<file path="src/rtl/vx_dcr_receiver.sv">
// DCR write-bus responder: captures writes into a shadow bank and commits it
// atomically to the active bank the core consumes, with read-back and error counters.
module vx_dcr_receiver #(
  parameter int unsigned DCR_ADDR_WIDTH = 12,
  parameter int unsigned DCR_DATA_WIDTH = 32,
  parameter int unsigned NUM_REGS       = 8,
  parameter logic [DCR_ADDR_WIDTH-1:0] BASE_ADDR = DCR_ADDR_WIDTH'(12'h001),
  parameter logic [NUM_REGS-1:0]       REQ_MASK  = NUM_REGS'(8'h07),
  localparam int unsigned IDX_W = (NUM_REGS > 1) ? $clog2(NUM_REGS) : 1
) (
  input  logic                      clk,
  input  logic                      reset,
  input  logic                      write_valid,
  input  logic [DCR_ADDR_WIDTH-1:0] write_addr,
  input  logic [DCR_DATA_WIDTH-1:0] write_data,
  input  logic                      commit_req,
  output logic                      commit_ack,
  output logic                      cfg_ready,
  output logic                      active_valid,
  input  logic [IDX_W-1:0]          rd_idx,
  output logic [DCR_DATA_WIDTH-1:0] rd_data,
  output logic [15:0]               write_count,
  output logic [7:0]                bad_addr_count,
  output logic                      commit_err
);

  typedef enum logic [1:0] {
    S_IDLE = 2'd0,
    S_COPY = 2'd1,
    S_ACK  = 2'd2,
    S_WAIT = 2'd3
  } state_e;

  state_e                    state_q;
  logic [DCR_DATA_WIDTH-1:0] shadow_q [NUM_REGS];
  logic [DCR_DATA_WIDTH-1:0] active_q [NUM_REGS];
  logic [NUM_REGS-1:0]       written_mask_q;
  logic [NUM_REGS-1:0]       written_mask_d;
  logic                      cfg_ready_q;
  logic                      active_valid_q;
  logic                      commit_ack_q;
  logic                      commit_err_q;
  logic [15:0]               write_count_q;
  logic [7:0]                bad_addr_count_q;

  logic [DCR_ADDR_WIDTH-1:0] offset;
  logic                      in_range;
  logic [IDX_W-1:0]          idx;
  logic                      wr_hit;
  logic                      wr_bad;

  // Address decode and next written-mask; a write's set wins over the commit clear.
  always_comb begin
    offset         = write_addr - BASE_ADDR;
    in_range       = (write_addr >= BASE_ADDR) &&
                     (offset < DCR_ADDR_WIDTH'(NUM_REGS));
    idx            = offset[IDX_W-1:0];
    wr_hit         = write_valid && in_range;
    wr_bad         = write_valid && !in_range;
    written_mask_d = written_mask_q;
    if (state_q == S_COPY) begin
      written_mask_d = '0;
    end
    if (wr_hit) begin
      written_mask_d[idx] = 1'b1;
    end
  end

  always_ff @(posedge clk) begin
    if (reset) begin
      state_q          <= S_IDLE;
      written_mask_q   <= '0;
      cfg_ready_q      <= 1'b0;
      active_valid_q   <= 1'b0;
      commit_ack_q     <= 1'b0;
      commit_err_q     <= 1'b0;
      write_count_q    <= '0;
      bad_addr_count_q <= '0;
      for (int i = 0; i < int'(NUM_REGS); i++) begin
        shadow_q[i] <= '0;
        active_q[i] <= '0;
      end
    end else begin
      written_mask_q <= written_mask_d;
      cfg_ready_q    <= ((written_mask_d & REQ_MASK) == REQ_MASK);
      commit_ack_q   <= 1'b0;

      if (wr_hit) begin
        shadow_q[idx] <= write_data;
        if (write_count_q != 16'hFFFF) begin
          write_count_q <= write_count_q + 16'd1;
        end
      end
      if (wr_bad && (bad_addr_count_q != 8'hFF)) begin
        bad_addr_count_q <= bad_addr_count_q + 8'd1;
      end

      // Commit handshake; WAIT blocks a held request from committing twice.
      case (state_q)
        S_IDLE: begin
          if (commit_req) begin
            if (cfg_ready_q) begin
              state_q <= S_COPY;
            end else begin
              commit_err_q <= 1'b1;
            end
          end
        end
        S_COPY: begin
          for (int i = 0; i < int'(NUM_REGS); i++) begin
            active_q[i] <= shadow_q[i];
          end
          active_valid_q <= 1'b1;
          commit_ack_q   <= 1'b1;
          state_q        <= S_ACK;
        end
        S_ACK: begin
          state_q <= S_WAIT;
        end
        S_WAIT: begin
          if (!commit_req) begin
            state_q <= S_IDLE;
          end
        end
        default: begin
          state_q <= S_IDLE;
        end
      endcase
    end
  end

  assign rd_data        = (32'(rd_idx) < NUM_REGS) ? active_q[rd_idx] : '0;
  assign commit_ack     = commit_ack_q;
  assign cfg_ready      = cfg_ready_q;
  assign active_valid   = active_valid_q;
  assign commit_err     = commit_err_q;
  assign write_count    = write_count_q;
  assign bad_addr_count = bad_addr_count_q;

endmodule

</file>
<file path="config.mk">
export PLATFORM = sky130hd
export DESIGN_NAME = vx_dcr_receiver
export DESIGN_NICKNAME = d
export VERILOG_FILES = /design/src/rtl/vx_dcr_receiver.sv
export SDC_FILE = /design/constraint.sdc
export NUM_CORES = 1
export LEC_CHECK = 0
export BUFFER_PORTS_ARGS = -buffer_cell sky130_fd_sc_hd__buf_2
export CAP_MARGIN = 0
export CORE_MARGIN = 2
export CORE_UTILIZATION = 59
export DETAILED_ROUTE_END_ITERATION = 16
export PLACE_DENSITY = 0.77
export SYNTH_ARGS = -nofsm -noshare
export SYNTH_HDL_FRONTEND = slang
export SYNTH_SLANG_ARGS = --single-unit
</file>
<file path="constraint.sdc">
create_clock -name clk -period 6.6 [get_ports clk]
set_clock_uncertainty 0.15 [all_clocks]
set_input_delay 0.66 -clock clk [delete_from_list [all_inputs] [get_ports clk]]
set_output_delay 0.66 -clock clk [all_outputs]
set_load 0.005 [all_outputs]
</file>
==> Word-level counts from Yosys, hierarchy flattened <==
Memories as Yosys holds them, arrays and structs flattened.
Index checks and enable logic that the tools add are counted.
{ "word_totals": {"reg_bits": 38, "out_inout_bits": 60, "inputBits": 51, "elab_cells": 74, "mem_bits_rw": 512, "mem_count": 2} }
{ "op_classes": {"muxes": 27, "n_bitwise": 10, "n_addsub": 3, "magnitude_cmp": 4, "eq_ne": 9, "n_reduce_logical": 11} }
{ "mem_list": {"columns": ["memory", "depth", "width", "rd", "rd_ports_with_merged_regs", "wr", "line", "rtl"], "rows": [
  ["active_q", 8, 32, 1, 0, 8, "36", "logic [DCR_DATA_WIDTH-1:0] active_q [NUM_REGS];"],
  ["shadow_q", 8, 32, 8, 0, 8, "35", "logic [DCR_DATA_WIDTH-1:0] shadow_q [NUM_REGS];"]
]} }
{ "op_table": {"columns": ["op", "count"], "rows": [
  ["two-way mux 32 bit", 9],
  ["OR reduction 32 bit", 1],
  ["adder 16 x 1 -> 16 bit (second input constant)", 1],
  ["two-way mux 8 bit", 2],
  ["!= test 16 bit (second input constant)", 1],
  ["greater-or-equal comparator 12 x 1 -> 1 bit (second input constant)", 1],
  ["less-than comparator 12 x 4 -> 1 bit (second input constant)", 1],
  ["subtractor 12 x 1 -> 12 bit (second input constant)", 1],
  ["two-way mux 1 bit", 10],
  ["adder 8 x 1 -> 8 bit (second input constant)", 1],
  ["!= test 8 bit (second input constant)", 1],
  ["OR 1 bit", 8],
  ["OR 8 bit", 1],
  ["case mux 2 bit (4 select lines)", 1],
  ["two-way mux 2 bit", 3],
  ["!= test 2 bit (second input constant)", 3],
  ["AND reduction 3 bit", 2],
  ["logical AND 1 bit", 5],
  ["equality test 2 bit (second input constant)", 2],
  ["less-than comparator 3 x 4 -> 1 bit (second input constant)", 1],
  ["demux 1 bit (select 3 bit)", 1],
  ["equality test 3 bit (second input constant)", 1],
  ["greater-or-equal comparator 3 x 1 -> 1 bit (second input constant)", 1],
  ["two-way mux 3 bit", 1],
  ["5 further kinds", 5]
]} }

==> Longest topological paths before layout <==
Gate-level depths: netlist of the first run.
{ "depth": {"depth_word": 9, "mapped_depth": 10, "ltp_nobuf": 7} }

==> Least setup slack after synthesis of the first run <==
No wires, ideal clock.
{ "synth_path": {"kind": "in2reg", "startpoint": "input port reset", "endpoint": "register written_mask_q[2]", "t_required_ps": 6325, "setup_ps": 125, "arrival_time_ps": 4574, "path_buffers": 1, "setup_slack_ps": 1752, "path_stages": 4, "cell_sequence": "clkbuf_1 or2_2 nor2_1 or2_2"} }
{ "synth_rtl": {"columns": ["element", "line", "rtl"], "rows": [
  ["start, declared", "12", "input logic reset,"],
  ["end signal, assigned", "84", "written_mask_q <= written_mask_d;"],
  ["end, declared", "37", "logic [NUM_REGS-1:0] written_mask_q;"]
]} }

==> results.py, run 1 <==
metrics = {
    "status": {
        "status": "finished, final reports clean",
    },
    "timing": {
        "hold_viol": 0,
        "min_period_over_period_pct": 58.66,
        "setup_viol": 0,
        "rsz0062_at_grt": "false",
        "tightest_slew_ps": 1120,
        "tns_ps": 0,
        "fmax_mhz": 258.3,
        "max_slew_margin_pct": 25.33,
        "slew_violations": 0,
        "min_period_ps": 3872,
        "setup_slack_ps": 2728,
    },
    "final_layout": {
        "nets": 1632,
        "final_area_mm2": 0.02573,
        "fin_cells": 2135,
        "antenna_cells": 0,
        "drive_gt1_share_pct": 20.04,
        "nFillCells": 2668,
        "syn2layout_area_growth_pct": 12.09,
    },
    "worst_setup_path": {
        "r2r_slack_ps": 4260,
        "worstSetupPathType": "in2reg",
        "rr_endpoint": "written_mask_q[2]",
        "cp-end-kind": "register",
        "r2r_start": "state_q[0]",
        "critPathLaunchType": "input pin",
        "required_ps": 6640,
        "worstPathMaxFanout": 33,
        "worstPathArrival_ps": 3910,
        "critPathLaunch": "write_addr[0]",
        "critPathCapture": "shadow_q[3][23]",
        "reg2regPathDepth": 5,
    },
    "placement": {
        "place_inst": 2036,
        "preCtsSetupSlack_ps": 2192,
        "io_buffers": 110,
        "routabilityCongestion": 0.7499,
        "placed_area_mm2": 0.02398,
        "dp_hpwl_mm": 25.32,
    },
    "power": {
        "ir_worst_vdd_uv": 189.2,
        "p_per_area_mw_per_mm2": 302.0,
        "p_leak_uw": 0.009200,
    },
    "clocking": {
        "post_cts_buffers": 0,
        "cts-resized-gates": 0,
        "clock-sinks": 545,
        "cts_tree": "done",
        "cts_made_buffers": 54,
        "holdBufCountCts": 0,
        "clockBufferDepth": 3,
        "cts-root-buf": "clkbuf_16",
        "path_clk_slew_ps": 60,
        "cts_max_level": 2,
        "insertion_delay_ps": 570,
    },
    "yosys": {
        "synthFlopType": "edfxtp_1",
        "synthCells": 1488,
        "yosys_warnings": 0,
        "synth_edf_count": 512,
        "ys_seq_area_share_pct": 69.86,
        "synth-seq-cells": 545,
        "synth_area_per_cell_um2": 15.42,
        "ys_types": 47,
        "async_flop_share_pct": 0,
        "synth_area_mm2": 0.02295,
        "synthesis.nets": 1546,
    },
    "global_routing": {
        "grt_max_degree": 173,
        "grt_pass1_vias": 12470,
        "grt.total_usage_pct": 22.78,
        "grt_first_pass_wirelength_mm": 70.95,
        "antenna_found_initial": 0,
        "grt_overflow": 0,
    },
    "die": {
        "io_pins": 111,
        "core-area_mm2": 0.03856,
        "fp.dieW_um": 201.2,
        "die_y_um": 201.2,
        "std_cell_rows": 72,
        "start_util_pct": 59.53,
        "die_area_mm2": 0.04050,
    },
    "routing": {
        "met2_wirelength_mm": 22.87,
        "wl_met1_mm": 18.66,
        "ant_nets": 0,
        "dr.pass1.iters": 6,
        "viasPerCell": 5.748,
        "drc": 0,
        "met3_length_mm": 2.656,
        "route.top_layer_used": "met4",
        "first_iter_violations": 854,
        "vias": 12270,
        "routed_wirelength_mm": 45.05,
        "avgRoutedWirePerCell_um": 21.10,
    },
    "job": {
        "drv_cap": 0,
    },
    "hold_path": {
        "hold_class": "in2reg",
    },
}
through the flow:
step	power [uW]	utilization, %	hold slack (ps)
final	7769	66.73	241.6
after global routing	8016	66.73	253.8
after CTS	7823	66.73	220.0
after detailed placement	4816	62.18	317.8
after global placement	4783	62.18	299.1
after floorplan	4599	-	310.5
kinds of logic (layout without fill, tap and decap cells):
logic type	after synthesis	count (layout)	share of synthesized area (%)
AO/OA/AOI/OAI	57	57	1.625
XOR/XNOR	2	2	0.07633
adder cells (fa/ha/maj)	7	7	0.3816
buffers and inverters	109	238	1.794
flip-flops	545	545	69.86
multiplexers	102	102	8.139
AND/OR/NAND/NOR	666	666	18.12
flip-flops by register name (all words and copies together) (netlist names):
register	cells
write_count	16
written_mask_q	3
shadow_q	256
bad_addr_count	8
state_q	2
commit_err	1
active_valid	1
active_q	256
cfg_ready	1
commit_ack	1
worst max-delay path, cell delays in order:
cell and delay, ps:
buf_2 170, inv_1 90, ha_1 250, nor3b_1 170, a2111o_1 420, a2111oi_0 670, and3_1 260, buf_4 350
or2_2 790
final cells by class:
cell class              instances  area, um^2  share of cell area, %
inverters                      11       41.29                 0.1605
clock buffers                  69        1429                  5.554
repair buffers                128       703.2                  2.733
multi-input cells             834        6548                  25.45
clock inverters                30       322.8                  1.255
well taps                     518       648.1                  2.519
flip-flops and latches        545       16040                  62.33
cells in the final DEF, fill, tap and decap left out, types with 10 or more instances in the layout:
| cell | count |
|---|---|
| a21oi_1 | 19 |
| and2_1 | 416 |
| buf_2 | 108 |
| buf_4 | 19 |
| clkbuf_1 | 14 |
| clkbuf_16 | 55 |
| clkinv_1 | 10 |
| clkinv_2 | 10 |
| dfxtp_1 | 33 |
| edfxtp_1 | 512 |
| inv_1 | 11 |
| mux2_2 | 37 |
| mux4_2 | 64 |
| nand2_1 | 13 |
| nand3_1 | 10 |
| nand3b_1 | 33 |
| nand4_1 | 10 |
| nor2_1 | 18 |
| nor2b_1 | 70 |
| nor4_1 | 37 |
| o21ai_0 | 14 |
| or3_1 | 12 |
layer usage:
layer  vias to the layer above  GRT usage [%]
met4                         0          6.014
li1                       5641              -
met1                      6185          31.05
met3                        63          3.401
met2                       382          38.93
met5                         -              0
how the worst min path moves through the flow:
stage	from	to	slack, ps	cells after the start
detailed placement	commit_err	commit_err	320	2
global placement	active_valid	active_valid	300	2
finish	commit_req	commit_err	240	3
global route	commit_req	commit_err	250	3
floorplan	commit_err	commit_err	310	2
CTS	commit_req	commit_err	220	3
cells in the mapped netlist, types with 4 or more instances:
library cell	instances	area [um^2]
a21oi_1	19	95.09
and2_1	416	2603
and3_1	4	25.02
and4_1	5	43.79
buf_1	11	41.29
clkbuf_1	85	319.1
dfxtp_1	33	660.6
edfxtp_1	512	15370
ha_1	7	87.58
inv_1	11	41.29
mux2_2	37	416.7
mux4_2	64	1441
nand2_1	13	48.80
nand2b_1	6	37.54
nand3_1	10	50.05
nand3b_1	33	247.7
nand4_1	10	62.56
nor2_1	18	67.56
nor2b_1	71	444.2
nor3_1	7	35.03
nor3b_1	4	30.03
nor4_1	37	231.5
o21ai_0	14	70.07
o31ai_1	6	45.04
or2_2	7	43.79
or3_1	12	75.07
or4_1	7	52.55
power by group:
group	leakage, uW	switching, uW	internal [uW]	total, uW
logic	0.00300	338	227	566
clock network	0.000857	1230	1800	3030
registers	0.00534	70.6	4100	4170
(Power assumes the default switching activity.)
==> run 2: changes to the inputs <==
==> constraint.sdc (replaced) <==
create_clock -name clk -period 3.7 [get_ports clk]
set_clock_uncertainty 0.15 [all_clocks]
set_input_delay 0.37 -clock clk [delete_from_list [all_inputs] [get_ports clk]]
set_output_delay 0.37 -clock clk [all_outputs]
set_load 0.005 [all_outputs]
==> results.py, run 2 (synthesized netlist as in run 1, its figures left out) <==
metrics = {
    "status": {
        "status": "finished, final reports clean",
    },
    "timing": {
        "min_period_ps": 2838,
        "min_period_over_period_pct": 76.69,
        "hold_slack_ps": 27.03,
        "hold_viol": 0,
        "tightest_slew_ps": 985.8,
        "tns_ps": 0,
        "max_slew_margin_pct": 34.28,
        "fmax_mhz": 352.4,
        "setup_viol": 0,
        "slew_violations": 0,
        "rsz0062_at_grt": "false",
    },
    "final_layout": {
        "final_area_mm2": 0.02595,
        "syn2layout_area_growth_pct": 13.07,
        "multi_input_area_mm2": 0.006545,
        "nets": 1655,
        "drive_gt1_share_pct": 20.71,
        "layout_commonest_cell": "edfxtp_1",
        "post-route-util_pct": 67.31,
        "mostFrequentLayoutCells": "edfxtp_1 (512), and2_1 (416), buf_2 (108)",
        "register_area_mm2": 0.01604,
        "nFillCells": 2634,
    },
    "power": {
        "ir_worst_vdd_uv": 369.5,
        "p_per_area_mw_per_mm2": 517.8,
        "p_leak_uw": 0.009307,
    },
    "clocking": {
        "cts_tree": "done",
        "clockBufferDepth": 3,
        "cts_made_buffers": 53,
        "insertion_delay_ps": 570,
        "cts-root-buf": "clkbuf_16",
        "path_clk_slew_ps": 60,
        "cts_max_level": 2,
        "clock-sinks": 545,
        "cts-resized-gates": 0,
    },
    "worst_setup_path": {
        "worstSetupPathType": "in2reg",
        "critPathLaunchType": "input pin",
        "required_ps": 3810,
        "worstPathMaxFanout": 32,
        "critPathLaunch": "write_addr[0]",
        "cp-end-kind": "register",
        "worstPathArrival_ps": 2940,
        "reg2regPathDepth": 4,
        "r2r_start": "state_q[1]",
    },
    "die": {
        "die_area_mm2": 0.04050,
        "io_pins": 111,
        "start_util_pct": 59.53,
        "std_cell_rows": 72,
        "die_y_um": 201.2,
        "fp.dieW_um": 201.2,
        "core-area_mm2": 0.03856,
    },
    "global_routing": {
        "grt_max_degree": 61,
        "grt_first_pass_wirelength_mm": 70.31,
        "antenna_found_initial": 1,
        "grt_pass1_vias": 12740,
        "grt.total_usage_pct": 22.74,
        "grt_overflow": 0,
    },
    "routing": {
        "viasPerCell": 5.724,
        "routed_wirelength_mm": 45.09,
        "drc": 0,
        "dr.pass1.iters": 5,
        "avgRoutedWirePerCell_um": 20.91,
        "vias": 12340,
        "first_iter_violations": 820,
        "ant_nets": 0,
    },
    "placement": {
        "placed_area_mm2": 0.02436,
        "routabilityCongestion": 0.7794,
        "io_buffers": 110,
        "dp_hpwl_mm": 26.02,
    },
    "hold_path": {
        "worstHoldPathCells": 2,
        "hp-start": "write_data[14]",
        "hold_class": "in2reg",
    },
    "job": {
        "drv_cap": 0,
    },
}
==> run 2: changes by cell type in the layout (fill, tap and decap cells not counted), sizes merged <==
cell and delta:
clkinv +6, dlygate4sd3 +1, clkbuf -5, bufinv -6, clkinvlp +1, buf +23, diode +1
==> run 2: final cells by class <==
cell class              instances  share of cell area, %
well taps                     518                  2.497
repair buffers                152                  4.233
diodes                          1               0.009642
inverters                      11                 0.1591
multi-input cells             834                  25.22
clock buffers                  64                  5.433
clock inverters                31                 0.6605
flip-flops and latches        545                  61.79
==> run 2: path summary, 6_finish.rpt <==
check | endpoint | slack [ps]
max | shadow_q[1][7] | 860
min | shadow_q[4][14] | 30
max reg2reg | active_q[6][23] | 1490
min reg2reg | active_valid | 330
==> run 2: per-layer routing <==
layer | global-route usage [%] | wire [um] | part of all wire [%]
met1 | 29.34 | 18450 | 41
met3 | 3.288 | 2530 | 5.6
met4 | 6.933 | 999 | 2.2
met2 | 40.27 | 23100 | 51
met5 | 0 | 0 | 0
==> run 2: repair_timing <==
action / 4_1_cts / 5_1_grt
hold buffers: 1 / 0
buffers inserted: 0 / 0
hold endpoints to repair: 2 / 0
endpoints found under the setup margin: 0 / 0
==> run 2: through the flow <==
step           setup WS (ps)  power [uW]  cells
3_3_place_gp           373.0        8582   2059
2_1_floorplan          45.53        8184   1488
6_report               862.3       13440   2156
4_1_cts                913.0       13520   2155
3_5_place_dp           312.1        8639   2059
5_1_grt                784.6       13890   2156
==> run 2: critical path, stage by stage <==
cell,delay (ps)
buf_2,170
inv_1,100
ha_1,250
nor3b_1,170
a2111o_1,420
a2111o_1,630
or3_1,460
nand2b_2,100
buf_12,240
==> run 2: report_power, final <==
part	switching (uW)	internal (uW)	total [uW]
Clock	2170	2770	4940
Sequential	121	7300	7420
Combinational	619	461	1080
Total	2910	10500	13400
==> run 3: changes to the inputs <==
--- a/config.mk
+++ b/config.mk
@@ -8,9 +8,9 @@
 export BUFFER_PORTS_ARGS = -buffer_cell sky130_fd_sc_hd__buf_2
 export CAP_MARGIN = 0
 export CORE_MARGIN = 2
-export CORE_UTILIZATION = 59
+export CORE_UTILIZATION = 55
 export DETAILED_ROUTE_END_ITERATION = 16
-export PLACE_DENSITY = 0.77
+export PLACE_DENSITY = 0.75
 export SYNTH_ARGS = -nofsm -noshare
 export SYNTH_HDL_FRONTEND = slang
 export SYNTH_SLANG_ARGS = --single-unit
==> constraint.sdc (replaced) <==
create_clock -name clk -period 2.6 [get_ports clk]
set_clock_uncertainty 0.15 [all_clocks]
set_input_delay 0.26 -clock clk [delete_from_list [all_inputs] [get_ports clk]]
set_output_delay 0.26 -clock clk [all_outputs]
set_load 0.005 [all_outputs]
==> results.py, run 3 (synthesized netlist as in run 1, its figures left out) <==
metrics = {
    "global_routing": {
        "grt.total_usage_pct": 22.97,
        "grt_pass1_vias": 13060,
        "grt_first_pass_wirelength_mm": 75.58,
        "antenna_found_initial": 3,
        "grt_max_degree": 106,
        "grt_overflow": 0,
    },
    "timing": {
        "hold_viol": 0,
        "max_slew_margin_pct": 65.09,
        "hold_slack_ps": 29.05,
        "setup_viol": 0,
        "min_period_over_period_pct": 89.69,
        "min_period_ps": 2332,
        "fmax_mhz": 428.8,
        "slew_violations": 0,
        "rsz0062_at_grt": "false",
        "tightest_slew_ps": 519.8,
    },
    "die": {
        "die_y_um": 208.3,
        "die_area_mm2": 0.04338,
        "io_pins": 111,
        "core-area_mm2": 0.04102,
        "std_cell_rows": 74,
        "fp.dieW_um": 208.3,
        "start_util_pct": 55.96,
    },
    "worst_setup_path": {
        "worstPathMaxFanout": 1,
        "r2r_slack_ps": 560,
        "cp-end-kind": "output port",
        "required_ps": 2190,
        "worstSetupPathType": "reg2out",
        "critPathLaunchType": "register",
        "worstPathArrival_ps": 1920,
    },
    "clocking": {
        "insertion_delay_ps": 590,
        "clockBufferDepth": 3,
        "cts-resized-gates": 0,
        "cts_made_buffers": 54,
        "cts_tree": "done",
        "clock-sinks": 545,
        "cts_max_level": 2,
        "cts-root-buf": "clkbuf_16",
        "path_clk_slew_ps": 60,
    },
    "job": {
        "drv_cap": 0,
    },
    "power": {
        "ir_worst_vdd_uv": 517.9,
        "intPower_uw": 15580,
        "p_leak_uw": 0.009795,
        "p_per_area_mw_per_mm2": 736.6,
        "switchingPower_uw": 4322,
        "sequentialPowerShare_pct": 53.1,
        "combPwrFrac_pct": 8.4,
        "clkPwrFrac_pct": 38.5,
        "p_total_uw": 19900,
        "switching_share_pct": 21.71,
    },
    "routing": {
        "first_iter_violations": 1088,
        "vias": 12780,
        "viasPerCell": 5.704,
        "dr.pass1.iters": 5,
        "routed_wirelength_mm": 48.73,
        "drc": 0,
        "ant_nets": 0,
        "avgRoutedWirePerCell_um": 21.75,
    },
    "final_layout": {
        "final_area_mm2": 0.02702,
        "layout_commonest_cell": "edfxtp_1",
        "syn2layout_area_growth_pct": 17.73,
        "mostFrequentLayoutCells": "edfxtp_1 (512), and2_1 (416), buf_2 (108)",
        "post-route-util_pct": 65.88,
        "nFillCells": 2790,
        "multi_input_area_mm2": 0.006655,
        "drive_gt1_share_pct": 22.92,
        "register_area_mm2": 0.01604,
        "nets": 1723,
    },
    "placement": {
        "placed_area_mm2": 0.02495,
        "io_buffers": 110,
        "dp_hpwl_mm": 28.66,
        "routabilityCongestion": 0.8047,
    },
    "status": {
        "status": "finished, final reports clean",
    },
    "hold_path": {
        "hold_class": "in2reg",
    },
}
[run 3: cell types whose count changed in the layout (fill, tap and decap cells not counted), moves of 3 or more]
cell / delta
clkinv_1: -3
bufinv_16: +5
dlygate4sd3_1: +32
or2_2: -6
buf_4: +19
or2_4: +6
buf_12: +16
[run 3: path summary, 6_finish.rpt]
check	start	to	cells past startpoint
max	active_q[2][18]	rd_data[18]	3
min	write_data[30]	shadow_q[6][30]	2
max reg2reg	write_count[0]	write_count[0]	5
min reg2reg	active_valid	active_valid	2
[run 3: layer usage]
metal  vias to the layer above  wire [um]  track usage (%)
li1                       5826          -                -
met1                      6458      20040            31.32
met2                       416      24560            38.62
met3                        77       2968            3.215
met4                         0       1163            7.368
met5                         -          0                0
[run 3: repair_timing]
item,CTS,global route
hold endpoints to repair,253,0
hold buffers,33,0
setup buffers,0,0
[run 3: cell type report]
| class | instances | share of cell area [%] |
|---|---|---|
| Clock buffer | 62 | 5.191 |
| Tap cell | 532 | 2.463 |
| Clock inverter | 35 | 1.218 |
| Multi-Input combinational cell | 834 | 24.63 |
| Timing Repair Buffer | 219 | 6.964 |
| Sequential cell | 545 | 59.35 |
| Antenna cell | 2 | 0.01852 |
| Inverter | 11 | 0.1621 |
[run 3: worst max-delay path, cell delays in order (launching register included)]
cell,delay [ps]
edfxtp_1,390
mux4_2,480
mux2_2,320
buf_2,140
[run 3: through the flow]
stage / setup WS, ps / TNS [ps] / cells
after floorplan: -480.8 / -124070 / 1488
after global placement: -167.3 / -25670 / 2108
after detailed placement: -189.7 / -38420 / 2108
after CTS: 245.4 / 0 / 2238
after global routing: 223.4 / 0 / 2240
final: 268.0 / 0 / 2240
[run 3: power groups by stage]
stage	clock network, uW	registers (uW)	logic (uW)
4_1_cts	7750	10600	1690
3_5_place_dp	0	10800	1640
6_report	7660	10600	1670
2_1_floorplan	0	10700	966
5_1_grt	8100	10600	1790
3_3_place_gp	0	10700	1600
